===== config.mk =====
export PLATFORM = sky130hd
export DESIGN_NAME = bp_be_dcache_dmem_arbiter
export DESIGN_NICKNAME = d
export VERILOG_FILES = /design/src/rtl/bp_be_dcache_pkg.sv /design/src/rtl/bp_be_dcache_dmem_starve_ctr.sv /design/src/rtl/bp_be_dcache_dmem_arbiter.sv
export SDC_FILE = /design/constraint.sdc
export NUM_CORES = 1
export LEC_CHECK = 0
export ABC_AREA = 1
export BUFFER_PORTS_ARGS = -buffer_cell sky130_fd_sc_hd__buf_2
export CAP_MARGIN = 40
export CORE_ASPECT_RATIO = 0.75
export CORE_MARGIN = 1
export CORE_UTILIZATION = 25
export CTS_BUF_LIST = sky130_fd_sc_hd__clkbuf_4
export DETAILED_ROUTE_END_ITERATION = 10
export PLACE_DENSITY_LB_ADDON = 0.15
export SYNTH_ARGS = -nofsm -noshare
export SYNTH_HDL_FRONTEND = slang
export SYNTH_SLANG_ARGS = --single-unit

===== constraint.sdc =====
create_clock -name clk_i -period 4.3 [get_ports clk_i]
set_clock_uncertainty 0.15 [all_clocks]
set_input_delay 0.215 -clock clk_i [delete_from_list [all_inputs] [get_ports clk_i]]
set_output_delay 0.215 -clock clk_i [all_outputs]
set_load 0.05 [all_outputs]

===== src/rtl/bp_be_dcache_pkg.sv =====
// Package bp_be_dcache_pkg: shared types for the dcache data-memory arbiter.
// Holds the requester select encoding, the grant bundle and a saturating
// increment helper used by the optional performance counters
// (BP_BE_DCACHE_DMEM_ARB_PERF_EN).
package bp_be_dcache_pkg;

    // Bank count the grant bundle is sized for; the arbiter's ways_p must match.
    localparam int unsigned dcache_ways_lp = 8;

    typedef enum logic [1:0] {
        e_dmem_req_none = 2'd0,
        e_dmem_req_lce  = 2'd1,
        e_dmem_req_ld   = 2'd2,
        e_dmem_req_wb   = 2'd3
    } bp_be_dcache_dmem_req_e;

    typedef struct packed {
        logic                      v;
        logic                      we;
        bp_be_dcache_dmem_req_e    sel;
        logic [dcache_ways_lp-1:0] bank_mask;
    } bp_be_dcache_dmem_grant_s;

    function automatic logic [31:0] sat_inc32(input logic [31:0] value, input logic en);
        return (en && (value != '1)) ? value + 32'd1 : value;
    endfunction

endpackage


===== src/rtl/bp_be_dcache_dmem_starve_ctr.sv =====
// Saturating starvation counter for the write-buffer drain requester.
// limit_o reports that the count reaches the limit at the coming edge, so
// the arbiter can raise boost in step with the counter itself.
module bp_be_dcache_dmem_starve_ctr #(
    parameter int unsigned limit_p = 4
) (
    input  logic clk_i,
    input  logic reset_n_i,
    input  logic inc_i,
    input  logic clear_i,
    output logic limit_o
);

    localparam int unsigned width_lp = $clog2(limit_p + 1);
    localparam logic [width_lp-1:0] limit_lp = width_lp'(limit_p);

    logic [width_lp-1:0] count_r;
    logic [width_lp-1:0] count_n;

    // Next count: clear wins, otherwise increment until saturated.
    always_comb begin
        count_n = count_r;
        if (clear_i) begin
            count_n = '0;
        end else if (inc_i && (count_r != limit_lp)) begin
            count_n = count_r + 1'b1;
        end
    end

    assign limit_o = (count_n == limit_lp);

    // Count register.
    always_ff @(posedge clk_i or negedge reset_n_i) begin
        if (!reset_n_i) begin
            count_r <= '0;
        end else begin
            count_r <= count_n;
        end
    end

endmodule


===== src/rtl/bp_be_dcache_dmem_arbiter.sv =====
// Dcache data-memory arbiter: grants the single-ported data memory to one of
// LCE, TL-stage load or write-buffer drain each cycle. LCE bursts hold a lock;
// a starved or full write buffer is boosted above loads.
// Optional counters are built when BP_BE_DCACHE_DMEM_ARB_PERF_EN is defined.
module bp_be_dcache_dmem_arbiter
    import bp_be_dcache_pkg::*;
#(
    parameter int unsigned ways_p         = dcache_ways_lp,
    parameter int unsigned starve_limit_p = 4
) (
    input  logic              clk_i,
    input  logic              reset_n_i,

    input  logic              lce_v_i,
    input  logic              lce_we_i,
    input  logic              lce_last_i,
    input  logic [ways_p-1:0] lce_bank_mask_i,
    output logic              lce_ready_o,

    input  logic              ld_v_i,
    input  logic [ways_p-1:0] ld_bank_mask_i,
    output logic              ld_ready_o,

    input  logic              wb_v_i,
    input  logic              wb_full_i,
    input  logic [ways_p-1:0] wb_bank_mask_i,
    output logic              wb_ready_o,

    output logic              dmem_v_o,
    output logic              dmem_we_o,
    output logic [1:0]        dmem_sel_o,
    output logic [ways_p-1:0] dmem_bank_mask_o
`ifdef BP_BE_DCACHE_DMEM_ARB_PERF_EN
    ,
    output logic [3:0][31:0]  perf_cnt_o,
    output logic [31:0]       perf_boost_cnt_o
`endif
);

    logic                     lock_r;
    logic                     boost_r;
    logic                     boost_n;
    logic                     starve_limit;
    bp_be_dcache_dmem_req_e   winner;
    bp_be_dcache_dmem_grant_s grant;

    bp_be_dcache_dmem_starve_ctr #(
        .limit_p (starve_limit_p)
    ) starve_ctr (
        .clk_i     (clk_i),
        .reset_n_i (reset_n_i),
        .inc_i     (wb_v_i & ~wb_ready_o),
        .clear_i   (~wb_v_i | wb_ready_o),
        .limit_o   (starve_limit)
    );

    // Priority select: LCE always first; a lock admits LCE only; boost swaps
    // wbuf ahead of loads. Held idle while reset is asserted.
    always_comb begin
        winner = e_dmem_req_none;
        if (!reset_n_i) begin
            winner = e_dmem_req_none;
        end else if (lce_v_i) begin
            winner = e_dmem_req_lce;
        end else if (lock_r) begin
            winner = e_dmem_req_none;
        end else if ((boost_r | wb_full_i) && wb_v_i) begin
            winner = e_dmem_req_wb;
        end else if (ld_v_i) begin
            winner = e_dmem_req_ld;
        end else if (wb_v_i) begin
            winner = e_dmem_req_wb;
        end
    end

    // Decode the winner into handshakes and the data-memory grant bundle.
    always_comb begin
        grant       = '0;
        grant.sel   = winner;
        lce_ready_o = 1'b0;
        ld_ready_o  = 1'b0;
        wb_ready_o  = 1'b0;
        unique case (winner)
            e_dmem_req_lce: begin
                lce_ready_o     = 1'b1;
                grant.v         = 1'b1;
                grant.we        = lce_we_i;
                grant.bank_mask = dcache_ways_lp'(lce_bank_mask_i);
            end
            e_dmem_req_ld: begin
                ld_ready_o      = 1'b1;
                grant.v         = 1'b1;
                grant.we        = 1'b0;
                grant.bank_mask = dcache_ways_lp'(ld_bank_mask_i);
            end
            e_dmem_req_wb: begin
                wb_ready_o      = 1'b1;
                grant.v         = 1'b1;
                grant.we        = 1'b1;
                grant.bank_mask = dcache_ways_lp'(wb_bank_mask_i);
            end
            default: ;
        endcase
    end

    assign dmem_v_o         = grant.v;
    assign dmem_we_o        = grant.we;
    assign dmem_sel_o       = grant.sel;
    assign dmem_bank_mask_o = ways_p'(grant.bank_mask);

    // Boost next state: a full wbuf only counts once the lock has released.
    always_comb begin
        boost_n = boost_r;
        if (wb_ready_o) begin
            boost_n = 1'b0;
        end else if (starve_limit || (wb_full_i && !lock_r)) begin
            boost_n = 1'b1;
        end
    end

    // Lock follows LCE beats; boost register.
    always_ff @(posedge clk_i or negedge reset_n_i) begin
        if (!reset_n_i) begin
            lock_r  <= 1'b0;
            boost_r <= 1'b0;
        end else begin
            if (lce_ready_o) begin
                lock_r <= ~lce_last_i;
            end
            boost_r <= boost_n;
        end
    end

`ifdef BP_BE_DCACHE_DMEM_ARB_PERF_EN
    logic [3:0][31:0] perf_cnt_r;
    logic [31:0]      perf_boost_cnt_r;
    logic             bubble;

    assign bubble = reset_n_i & lock_r & ~lce_v_i;

    // Saturating event counters: grants per requester, lock bubbles, boost entries.
    always_ff @(posedge clk_i or negedge reset_n_i) begin
        if (!reset_n_i) begin
            perf_cnt_r       <= '0;
            perf_boost_cnt_r <= '0;
        end else begin
            perf_cnt_r[0]    <= sat_inc32(perf_cnt_r[0], lce_ready_o);
            perf_cnt_r[1]    <= sat_inc32(perf_cnt_r[1], ld_ready_o);
            perf_cnt_r[2]    <= sat_inc32(perf_cnt_r[2], wb_ready_o);
            perf_cnt_r[3]    <= sat_inc32(perf_cnt_r[3], bubble);
            perf_boost_cnt_r <= sat_inc32(perf_boost_cnt_r, boost_n & ~boost_r);
        end
    end

    assign perf_cnt_o       = perf_cnt_r;
    assign perf_boost_cnt_o = perf_boost_cnt_r;
`endif

    a_wb_mask_onehot: assert property (@(posedge clk_i) disable iff (!reset_n_i)
        wb_v_i |-> $onehot(wb_bank_mask_i));

    a_single_grant: assert property (@(posedge clk_i) disable iff (!reset_n_i)
        $onehot0({lce_ready_o, ld_ready_o, wb_ready_o}));

endmodule


After elaboration in Yosys (flattened, before gate mapping)
Cells that the tools add are included.
{"block": "totals", "ramBits": 0, "romBits": 0, "regBits": 5, "word_cells": 36, "inputBits": 32, "memories": 0, "latchBits": 0, "output_inout_bits": 15}
{"block": "op_classes", "shifts": 0, "order_cmp": 0, "addsub": 1, "eq_ne": 5, "n_mul": 0, "mux": 15, "div": 0, "n_bitwise": 6, "n_reduce_logical": 6}
{"operator": "one-hot mux 8 bit (3 select lines)", "count": 1}
{"operator": "2-to-1 mux 2 bit", "count": 6}
{"operator": "2-to-1 mux 3 bit", "count": 2}
{"operator": "one-hot mux 2 bit (3 select lines)", "count": 1}
{"operator": "2-to-1 mux 1 bit", "count": 5}
{"operator": "equality test 2 bit (second input constant)", "count": 2}
{"operator": "adder 3 x 1 -> 3 bit (second input constant)", "count": 1}
{"operator": "equality test 3 bit (second input constant)", "count": 1}
{"operator": "logical AND 1 bit", "count": 3}
{"operator": "!= test 3 bit (second input constant)", "count": 1}
{"operator": "NOT 1 bit", "count": 3}
{"operator": "equality test 2 x 1 -> 1 bit (second input constant)", "count": 1}
{"operator": "OR 1 bit", "count": 2}
{"operator": "nonzero test 2 bit", "count": 1}
{"operator": "AND 1 bit", "count": 1}
{"operator": "zero test 1 bit", "count": 1}
{"operator": "logical OR 1 bit", "count": 1}

Logic depth before layout (Yosys ltp)
{"block": "depth", "ltp_word": 17, "ltp_mapped": 9, "depth_no_buf": 9}

Cells and area by module
A second synthesis with hierarchy kept.
{"block": "hier_totals", "cells_unflattened": 101, "hier_area_um2": 655.6}
{"mod": "bp_be_dcache_dmem_arbiter", "area_per_inst_um2": 442.9, "cells_per_inst": 74, "instances": 1, "seq_area_each_um2": 50.0}
{"mod": "bp_be_dcache_dmem_starve_ctr", "area_per_inst_um2": 212.7, "cells_per_inst": 27, "instances": 1, "seq_area_each_um2": 75.1}

Least setup slack after synthesis
Ideal clock, no wire load.
{"block": "synth_timing", "path_type": "register to output", "startpoint": "register lock_r", "endpoint": "output port dmem_bank_mask_o[1]", "t_required_ps": 3935, "stages_incl_launch_ff": 8, "slack_ps": 2093, "arrival_time_ps": 1842, "n_path_buf": 0, "path_cell_list": "dfrtp_1 inv_1 nand3_1 nor2_4 nand3_2 inv_2 a22oi_1 nand2_1"}
{"block": "synth_via", "elab_chain_len": 5, "elab_cells_between_ends": 7, "classes_between": "3 x eq/ne; 4 x mux"}
{"element": "start, declared", "line": "bp_be_dcache_dmem_arbiter.sv:40", "source": "logic lock_r;"}
{"element": "start signal, assigned", "line": "bp_be_dcache_dmem_arbiter.sv:128", "source": "lock_r <= ~lce_last_i;"}
{"element": "2-to-1 mux 2 bit (*)", "line": "bp_be_dcache_dmem_arbiter.sv:65", "source": "end else if (lock_r) begin"}
{"element": "2-to-1 mux 2 bit (*)", "line": "bp_be_dcache_dmem_arbiter.sv:63", "source": "end else if (lce_v_i) begin"}
{"element": "2-to-1 mux 2 bit (*)", "line": "bp_be_dcache_dmem_arbiter.sv:61", "source": "if (!reset_n_i) begin"}
{"element": "net dmem_sel_o[1]", "line": "bp_be_dcache_dmem_arbiter.sv:31", "source": "output logic [1:0] dmem_sel_o,"}
{"element": "equality test 2 bit / equality test 2 x 1 -> 1 bit (equally long branches)", "line": "bp_be_dcache_dmem_arbiter.sv:83", "source": "unique case (winner)"}
{"element": "one-hot mux 8 bit (3 select lines) (*)", "line": "bp_be_dcache_dmem_arbiter.sv:83"}
{"element": "end, declared", "line": "bp_be_dcache_dmem_arbiter.sv:32", "source": "output logic [ways_p-1:0] dmem_bank_mask_o"}
Mark *: on every way through the listed nets, which the timed path passes. The rest lies on a longest branch.

Worst setup path in the final report
{"block": "layout_timing", "startpoint": "input port reset_n_i", "endpoint": "output port dmem_bank_mask_o[1]"}
{"block": "layout_via", "elab_chain_len": 3, "elab_cells_between_ends": 5, "classes_between": "3 x eq/ne; 2 x mux"}
{"element": "start, declared", "line": "bp_be_dcache_dmem_arbiter.sv:12", "source": "input logic reset_n_i,"}
{"element": "2-to-1 mux 2 bit (*)", "line": "bp_be_dcache_dmem_arbiter.sv:61"}
{"element": "equality test 2 bit / equality test 2 x 1 -> 1 bit (equally long branches)", "line": "bp_be_dcache_dmem_arbiter.sv:83"}
{"element": "one-hot mux 8 bit (3 select lines) (*)", "line": "bp_be_dcache_dmem_arbiter.sv:83"}
Every way passes the cells marked *; elsewhere a longest branch is shown, timed or not.

==> flow_results.xml <==
<?xml version="1.0" encoding="UTF-8"?>
<metrics>
  <group name="detailed_routing">
    <metric name="routed_via_density" unit="">4.35</metric>
    <metric name="wirelength_routed" unit="mm">1.45</metric>
    <metric name="drt-wirelength-per-cell" unit="µm">9.50</metric>
    <metric name="dr_total_vias" unit="">666</metric>
    <metric name="ant_nets" unit="">0</metric>
    <metric name="post-route-drc-count" unit="">0</metric>
    <metric name="first_iter_violations" unit="">11</metric>
    <metric name="detailedRoute.firstPassIterationCount" unit="">4</metric>
  </group>
  <group name="yosys">
    <metric name="yosys.area.top_type" unit="">sky130_fd_sc_hd__nand2_1</metric>
    <metric name="synth_area_per_cell" unit="µm²">6.10</metric>
    <metric name="synth-seq-cells" unit="">5</metric>
    <metric name="synth_top_area_share" unit="%">26.2</metric>
    <metric name="mappedNetlistArea" unit="µm²">488</metric>
    <metric name="synth.yosys.warnings" unit="">0</metric>
    <metric name="post_synth_main_area_contributors" unit="">sky130_fd_sc_hd__nand2_1 (26%), sky130_fd_sc_hd__dfrtp_1 (26%), sky130_fd_sc_hd__inv_1 (8.5%)</metric>
    <metric name="postSynthNetCount" unit="">114</metric>
    <metric name="postSynthCellCount" unit="">80</metric>
    <metric name="synth_seq_area_share" unit="%">25.6</metric>
    <metric name="synthDistinctLibCells" unit="">16</metric>
  </group>
  <group name="global_routing">
    <metric name="globalRouteTotalUtil" unit="%">14.0</metric>
    <metric name="grt_first_pass_wirelength" unit="mm">2.08</metric>
    <metric name="largest_net_degree_at_the_start_of_global_routing" unit="">11</metric>
    <metric name="globalRoute.totalOverflow" unit="">0</metric>
    <metric name="number_of_global_route_vias_before_repair" unit="">480</metric>
    <metric name="grt_antenna_before_repair" unit="">0</metric>
  </group>
  <group name="power_and_ir_drop">
    <metric name="leakagePower" unit="µW">0.000495</metric>
    <metric name="power-per-cell-area" unit="nW/µm²">303</metric>
    <metric name="vdd_ir_drop_max" unit="mV">0.175</metric>
  </group>
  <group name="finish">
    <metric name="layout-area-overhead-vs-synth" unit="%">61.0</metric>
    <metric name="drive_above_1_share" unit="%">42.7</metric>
    <metric name="ff_latch_area" unit="µm²">125</metric>
    <metric name="layout_commonest_cell" unit="">sky130_fd_sc_hd__buf_2</metric>
    <metric name="filler_cell_count" unit="">201</metric>
    <metric name="multi_input_comb_area" unit="µm²">314</metric>
    <metric name="most-common-layout-cells" unit="">sky130_fd_sc_hd__buf_2 (46), sky130_fd_sc_hd__nand2_1 (34), sky130_fd_sc_hd__inv_1 (11)</metric>
    <metric name="insertedDiodeCount" unit="">0</metric>
    <metric name="finalNetCount" unit="">166</metric>
  </group>
  <group name="timing">
    <metric name="unrepaired_setup_endpoints_after_global_routing" unit="">false</metric>
    <metric name="finalHoldWorstSlack" unit="ns">0.0117</metric>
    <metric name="maxClockFrequency" unit="MHz">427</metric>
    <metric name="setup_total_negative_slack" unit="ns">0</metric>
    <metric name="slew_headroom" unit="%">82.2</metric>
    <metric name="hold_violations" unit="">0</metric>
    <metric name="min_period_over_period" unit="%">54.5</metric>
    <metric name="drv_slew" unit="">0</metric>
    <metric name="timing_worst_slew_pin_value" unit="ns">0.267</metric>
    <metric name="final_period_demand_of_the_worst_path" unit="ns">2.34</metric>
    <metric name="setup_viol" unit="">0</metric>
  </group>
  <group name="cts">
    <metric name="cts_repair_resized_insts" unit="">0</metric>
    <metric name="maximum_clock_insertion_buffer_count" unit="">2</metric>
    <metric name="clockRootBuffer" unit="">sky130_fd_sc_hd__clkbuf_4</metric>
    <metric name="cts_tree" unit="">yes</metric>
    <metric name="number_of_clock_buffers_inserted_by_tritoncts" unit="">3</metric>
    <metric name="clock_insertion_delay_worst_skew" unit="ns">0.24</metric>
    <metric name="cts_max_level" unit="">1</metric>
    <metric name="clkSlewWorstSetupHoldPaths" unit="ns">0.04</metric>
    <metric name="cts.sink_count" unit="">5</metric>
  </group>
  <group name="floorplanning">
    <metric name="initial_core_util" unit="%">27.3</metric>
    <metric name="design.core.area" unit="µm²">1790</metric>
    <metric name="floorplan.die.width" unit="µm">53.0</metric>
    <metric name="die_y" unit="µm">40.3</metric>
    <metric name="io_pins" unit="">47</metric>
    <metric name="die_area" unit="µm²">2130</metric>
    <metric name="std_cell_rows" unit="">13</metric>
  </group>
  <group name="critical_path">
    <metric name="critPathKind" unit="">input pin to output port</metric>
    <metric name="cp-start-kind" unit="">input pin</metric>
    <metric name="cp.arrival" unit="ns">1.98</metric>
    <metric name="endpoint_kind" unit="">output port</metric>
    <metric name="timing.critical_path.fanout_max" unit="">10</metric>
    <metric name="worstPathRequired" unit="ns">3.93</metric>
  </group>
  <group name="placed_design">
    <metric name="gpl.final_weighted_congestion" unit="">0.719</metric>
    <metric name="hpwlAfterDp" unit="mm">1.25</metric>
    <metric name="numPortBuffers" unit="">46</metric>
  </group>
  <group name="flow_run">
    <metric name="drv_cap" unit="">0</metric>
  </group>
  <group name="min_path">
    <metric name="min-delay-path-class" unit="">input pin to flip-flop</metric>
  </group>
  <group name="status">
    <metric name="status" unit="">completed</metric>
  </group>
</metrics>
worst paths after layout:
path                                  startpoint               endpoint  slack (ns)  cells past startpoint
min reg2reg                              boost_r                boost_r        0.40                      2
min in group asynchronous              reset_n_i  starve_ctr.count_r[2]        0.20                      2
min                                   lce_last_i                 lock_r        0.01                      2
max reg2reg                starve_ctr.count_r[0]                boost_r        2.76                      9
max                                    reset_n_i    dmem_bank_mask_o[1]        1.96                      9
max in group asynchronous              reset_n_i                 lock_r        3.64                      2
Yosys cell counts:
cell and n:
sky130_fd_sc_hd__a21oi_1 2, sky130_fd_sc_hd__a22oi_1 3, sky130_fd_sc_hd__dfrtp_1 5, sky130_fd_sc_hd__ha_1 2, sky130_fd_sc_hd__inv_1 11, sky130_fd_sc_hd__inv_2 2
sky130_fd_sc_hd__mux2i_1 1, sky130_fd_sc_hd__nand2_1 34, sky130_fd_sc_hd__nand3_1 8, sky130_fd_sc_hd__nand3_2 1, sky130_fd_sc_hd__nand3b_1 1, sky130_fd_sc_hd__nor2_1 4
sky130_fd_sc_hd__nor2_2 1, sky130_fd_sc_hd__nor2_4 2, sky130_fd_sc_hd__o211ai_1 1, sky130_fd_sc_hd__o21ai_0 2
state kept, by name, indices dropped and copies added, names as in the netlist:
register / count
lock_r: 1
boost_r: 1
starve_ctr.count_r: 3
per-stage QoR:
step           power (µW)  instances  utilization, %  setup slack, ns  instance area [µm²]
3_3_place_gp          178        148            41.7             2.45                  746
2_1_floorplan         143         80               -             2.09                  488
4_1_cts               242        153            43.9             1.90                  786
6_report              238        153            43.9             1.96                  786
3_5_place_dp          178        148            41.7             2.42                  746
5_1_grt               259        153            43.9             1.77                  786
critical path: stages:
cell and delay [ns]:
sky130_fd_sc_hd__dlygate4sd3_1 0.52, sky130_fd_sc_hd__buf_2 0.21, sky130_fd_sc_hd__nand3_1 0.14, sky130_fd_sc_hd__nor2_4 0.17, sky130_fd_sc_hd__nand3_2 0.13, sky130_fd_sc_hd__inv_2 0.17, sky130_fd_sc_hd__a22oi_1 0.11, sky130_fd_sc_hd__nand2_1 0.06
sky130_fd_sc_hd__buf_2 0.25
timing repair:
item / CTS / global route
hold buffers: 1 / 0
buffers inserted: 0 / 0
endpoints found under the hold margin: 5 / 0
cell families (layout without fill, tap and decap cells):
group                      count (synthesis)  after routing  share of synthesized area [%]
AOI/OAI and AO/OA                          8              8                           10.3
muxes                                      1              1                           2.05
buffers and inverters                     13             64                           10.0
and+or+nand+nor                           51             51                           46.9
DFF                                        5              5                           25.6
adders and majority gates                  2              2                           5.13
where the power goes:
part / switching, µW / internal (µW) / leakage [µW]
logic: 83.4 / 35.9 / 0.000416
registers: 4.50 / 54.2 / 0.0000606
clock network: 18.4 / 41.3 / 0.0000184
total: 106 / 131 / 0.000495
area by class of cell:
cell class                 count  area share [%]
clock buffer                   4            3.82
inverter                      13            6.21
multi-input combinational     62            40.0
sequential                     5            15.9
tap                           22            3.50
timing repair buffer          47            30.6
routing by layer:
layer,GRT usage [%],up-vias,part of all wire (%)
met3,3.41,0,5.1
met1,20.0,296,47
met4,3.95,0,0
li1,-,355,-
met5,0,-,0
met2,20.9,15,48
(Power assumes the default switching activity.)
